<file path="src/rtl/cache_pkg.sv">
// Shared types for the processor traffic source and the cache hierarchy it drives.
// Holds the bus widths, the request encoding and the sequencer states.
package cache_pkg;

    localparam int ADDR_W  = 24;
    localparam int DATA_W  = 8;
    localparam int NUM_REQ = 8;
    localparam int IDX_W   = 3;

    typedef enum logic {
        OP_RD = 1'b0,
        OP_WR = 1'b1
    } op_e;

    typedef struct packed {
        op_e               op;
        logic [ADDR_W-1:0] addr;
        logic [DATA_W-1:0] wdata;
    } req_t;

    typedef enum logic {
        ISSUE = 1'b0,
        DONE  = 1'b1
    } state_e;

endpackage

</file>
<file path="src/rtl/processor_prog_rom.sv">
// Fixed access program replayed by the processor model.
// Entries 0-2 exercise write, read-hit, then a same-index/different-tag conflict.
module processor_prog_rom
    import cache_pkg::*;
(
    input  logic [IDX_W-1:0] idx,
    output req_t             req
);

    always_comb begin
        req = '{op: OP_RD, addr: '0, wdata: '0};
        case (idx)
            3'd0:    req = '{op: OP_WR, addr: 24'h000010, wdata: 8'hA5};
            3'd1:    req = '{op: OP_RD, addr: 24'h000010, wdata: 8'h00};
            3'd2:    req = '{op: OP_WR, addr: 24'h001010, wdata: 8'h3C};
            3'd3:    req = '{op: OP_RD, addr: 24'h000010, wdata: 8'h00};
            3'd4:    req = '{op: OP_RD, addr: 24'h001010, wdata: 8'h00};
            3'd5:    req = '{op: OP_WR, addr: 24'hFFFFF0, wdata: 8'h7E};
            3'd6:    req = '{op: OP_RD, addr: 24'hFFFFF0, wdata: 8'h00};
            default: req = '{op: OP_RD, addr: 24'h123456, wdata: 8'h00};
        endcase
    end

endmodule

</file>
<file path="src/rtl/processor.sv">
// Trace-driven request master: replays the program ROM one request at a time,
// advancing on each RDY completion, then parks idle with done raised.
module processor
    import cache_pkg::*;
#(
    parameter int ADDR_W  = cache_pkg::ADDR_W,
    parameter int DATA_W  = cache_pkg::DATA_W,
    parameter int NUM_REQ = cache_pkg::NUM_REQ
) (
    input  logic              clk,
    output logic [ADDR_W-1:0] addr,
    output logic [DATA_W-1:0] data_out,
    input  logic [DATA_W-1:0] data_in,
    output logic              read,
    output logic              write,
    input  logic              RDY,
    input  logic              rst,
    output logic              done,
    output logic [DATA_W-1:0] rdata
);

    localparam logic [IDX_W-1:0] LAST_IDX = IDX_W'(NUM_REQ - 1);

    state_e            state_reg, state_next;
    logic [IDX_W-1:0]  idx_reg, idx_next;
    logic [DATA_W-1:0] rdata_reg, rdata_next;
    req_t              req;

    processor_prog_rom u_rom (
        .idx (idx_reg),
        .req (req)
    );

    always_ff @(posedge clk) begin
        if (rst) begin
            state_reg <= ISSUE;
            idx_reg   <= '0;
            rdata_reg <= '0;
        end else begin
            state_reg <= state_next;
            idx_reg   <= idx_next;
            rdata_reg <= rdata_next;
        end
    end

    always_comb begin
        state_next = state_reg;
        idx_next   = idx_reg;
        rdata_next = rdata_reg;
        addr       = '0;
        data_out   = '0;
        read       = 1'b0;
        write      = 1'b0;
        done       = 1'b0;
        case (state_reg)
            ISSUE: begin
                addr     = ADDR_W'(req.addr);
                read     = (req.op == OP_RD);
                write    = (req.op == OP_WR);
                data_out = (req.op == OP_WR) ? DATA_W'(req.wdata) : '0;
                if (RDY) begin
                    if (req.op == OP_RD)
                        rdata_next = data_in;
                    // The next entry is presented straight from the completing edge.
                    if (idx_reg == LAST_IDX)
                        state_next = DONE;
                    else
                        idx_next = idx_reg + 1'b1;
                end
            end
            default: begin
                done = 1'b1;
            end
        endcase
    end

    assign rdata = rdata_reg;

endmodule

</file>
<file path="config.mk">
export PLATFORM = sky130hd
export DESIGN_NAME = processor
export DESIGN_NICKNAME = d
export VERILOG_FILES = /design/src/rtl/cache_pkg.sv /design/src/rtl/processor_prog_rom.sv /design/src/rtl/processor.sv
export SDC_FILE = /design/constraint.sdc
export NUM_CORES = 1
export LEC_CHECK = 0
export CAP_MARGIN = 20
export CORE_UTILIZATION = 35
export DETAILED_ROUTE_END_ITERATION = 10
export GPL_ROUTABILITY_DRIVEN = 0
export PLACE_DENSITY = 0.71
export SYNTH_ARGS = -nofsm -noshare
export SYNTH_HDL_FRONTEND = slang
export SYNTH_HIERARCHICAL = 1
export SYNTH_SLANG_ARGS = --single-unit
</file>
<file path="constraint.sdc">
create_clock -name clk -period 2.3 [get_ports clk]
set_input_delay 0.23 -clock clk [delete_from_list [all_inputs] [get_ports clk]]
set_output_delay 0.23 -clock clk [all_outputs]
set_load 0.005 [all_outputs]
</file>
==> impl_metrics.py <==
metrics = {
    "floorplan": {
        "rows": 19,
        "core_um2": 2850,
        "die_height_um": 57.9,
        "dieArea_um2": 3350,
        "io_pins": 54,
        "floorplan.initialDensity": 0.383,
        "die_x_um": 57.9,
    },
    "finish": {
        "layout.nets": 172,
        "n_fill_cell": 313,
        "final_common_cell": "clkdlybuf4s50_1",
        "final_cell_mix": "clkdlybuf4s50_1 (51), nand2b_1 (20), nor2b_1 (15), mux2i_1 (10), dfxtp_1 (10)",
        "drive_gt1_frac": 0.133,
        "largest_reg_flops": 8,
        "areaGrowthSynthToFinish_pct": 36.6,
        "diodes": 0,
    },
    "yosys": {
        "synth.avg_cell_area_um2": 8.41,
        "synthMuxAreaShare": 0.105,
        "synthSimpleGateAreaFrac": 0.402,
        "synth_xor_area_frac": 0.00801,
        "synth_top_family_by_area": "simple AND/OR/NAND/NOR gates",
        "ys_warn_count": 6,
        "synth-compound-area-share": 0.0252,
        "ys_types": 26,
        "synth_adder_area_share": 0.0229,
        "syn_area_um2": 1090,
        "ys_seq_area_frac": 0.220,
        "synth_cells": 130,
        "synth-seq-cells": 12,
    },
    "min_path": {
        "hold_class": "reg -> reg",
        "whs_path_depth": 2,
    },
    "sta": {
        "drv_slew": 0,
        "worst_slack_ns": 0.111,
        "fin_skew_ns": 0.00405,
        "setup_violations": 0,
        "tns_ns": 0,
        "period_minus_slack_ns": 2.19,
        "worstMarginPinSlew_ns": 0.522,
        "period_share": 0.952,
        "fmax_mhz": 457,
        "finalHoldViolations": 0,
        "max_slew_margin": 0.651,
        "rsz0062_at_grt": "false",
    },
    "power": {
        "leakagePower_nw": 0.642,
        "peakVddDrop_mv": 0.270,
        "powerDensity_nw_per_um2": 371,
    },
    "global_routing": {
        "first_global_vias": 755,
        "antenna_found_initial": 0,
        "grt_pass1_wl_um": 3040,
        "grt_start_max_net_pins": 24,
        "grt_usage": 0.113,
        "grt_overflow_total": 0,
    },
    "detailed_routing": {
        "first_iter_violations": 26,
        "drc_errors": 5,
        "postRouteAntennaNets": 0,
        "wl_um": 1940,
        "post_drt_via_cell_ratio": 4.40,
        "detail_route.first_pass.iterations": 6,
        "wl_per_cell_um": 10.3,
        "dr_total_vias": 832,
    },
    "run": {
        "maxCapViolCount": 0,
    },
    "place": {
        "detailed_place_hpwl_um": 1610,
        "dpl_worst_slack_ns": 0.278,
        "port_buffers": 51,
    },
    "setup_path": {
        "startpoint_type": "flip-flop",
        "worstPathRequired_ns": 2.07,
        "cp_max_fo": 10,
        "reg2reg_depth": 5,
        "critPathKind": "reg -> out",
        "cp.arrival_ns": 1.96,
        "r2r_slack_ns": 0.72,
        "crit_end": "data_out[4]",
        "timing.rr.start": "idx_reg[1]",
        "end_kind": "primary output",
        "timing.rr.end": "idx_reg[0]",
        "startpoint": "idx_reg[0]",
    },
    "clock_tree": {
        "clk_pin_slew_ns": 0.08,
        "clockBufferDepth": 2,
        "clock_latency_ns": 0.27,
        "cts_tree": "done",
        "clkSinkCount": 12,
        "clockRootBuffer": "clkbuf_4",
        "htree_levels": 1,
        "numCtsBuffers": 3,
    },
    "status": {
        "violations": "DRC",
        "status": "complete, but fails checks",
    },
}
-- cell type report --
class	count	area, um^2	area share
clock buffer	4	36.3	0.0243
multi-input combinational	86	629	0.421
inverter	1	3.75	0.00251
tap	31	38.8	0.0260
timing repair buffer	55	541	0.362
sequential	12	245	0.164
-- worst max-delay path, stage by stage, from the launching register on --
cell	delay [ns]
dfxtp_4	0.38
and3b_1	0.20
or2_4	0.26
and2b_2	0.24
and2_1	0.16
clkdlybuf4s50_1	0.45
-- synth_stat cells --
cell | n | area [um^2]
and2_1 | 9 | 56.3
mux2_4 | 1 | 15.0
inv_1 | 1 | 3.75
a21o_1 | 2 | 15.0
and3b_1 | 1 | 8.76
nor3b_4 | 1 | 18.8
nor2_1 | 4 | 15.0
buf_4 | 26 | 195
ha_1 | 2 | 25.0
buf_2 | 1 | 5.00
nor2b_1 | 15 | 93.8
nor3_1 | 1 | 5.00
nand2b_1 | 20 | 125
buf_6 | 1 | 11.3
or2_1 | 1 | 6.26
xor2_1 | 1 | 8.76
a21oi_1 | 1 | 5.00
clkbuf_1 | 4 | 15.0
and2b_1 | 4 | 30.0
nor3b_2 | 1 | 12.5
and2b_2 | 7 | 61.3
mux2i_1 | 10 | 100
and3_1 | 1 | 6.26
o21a_1 | 1 | 7.51
conb_1 | 2 | 7.51
dfxtp_1 | 12 | 240
-- power breakdown --
group | switching (mW) | internal [mW] | leakage [nW]
combinational | 0.0538 | 0.108 | 0.522
sequential | 0.00916 | 0.218 | 0.0988
clock | 0.0691 | 0.0961 | 0.0210
-- metrics by stage --
| step | hold slack, ns | area, um^2 | instances | utilization | total power [mW] |
|---|---|---|---|---|---|
| after detailed placement | 0.462 | 1450 | 185 | 0.508 | 0.393 |
| after global routing | 0.499 | 1490 | 189 | 0.524 | 0.584 |
| after global placement | 0.461 | 1450 | 185 | 0.508 | 0.389 |
| after CTS | 0.481 | 1490 | 189 | 0.521 | 0.565 |
| after floorplan | 0.375 | 1100 | 131 | - | 0.322 |
| final | 0.477 | 1490 | 189 | 0.524 | 0.554 |
-- how the worst min path moves through the flow --
stage | startpoint | endpoint | slack, ns
after CTS | rdata[3] | rdata[3] | 0.48
after floorplan | RDY | state_reg | 0.37
after detailed placement | rdata[3] | rdata[3] | 0.46
final | rdata[0] | rdata[0] | 0.48
after global routing | rdata[2] | rdata[2] | 0.50
after global placement | rdata[1] | rdata[1] | 0.46
-- repair_timing --
| item | in CTS | in global routing |
|---|---|---|
| hold buffers | 0 | 0 |
| cloned | 0 | 0 |
| resized for setup | 1 | 3 |
| endpoints found under the setup margin | 8 | 8 |
| buffers inserted | 0 | 0 |
-- kinds of logic (layout without fill, tap and decap cells) --
group | Yosys count | in the layout
AO/OA/AOI/OAI | 4 | 4
XOR/XNOR | 1 | 1
adder cells (fa/ha/maj) | 2 | 2
buffers and inverters | 33 | 60
flip-flops | 12 | 12
multiplexers | 11 | 11
other | 2 | 3
AND/OR/NAND/NOR | 65 | 65
-- layer usage --
layer  global-route usage  up-vias  part of all wire
li1                     -      435                 -
met1                0.116      358              0.40
met2                0.222       37              0.51
met3               0.0223        2             0.089
met4               0.0408        0            0.0021
met5                    0        -                 0
Power figures use the tool's default switching activity.
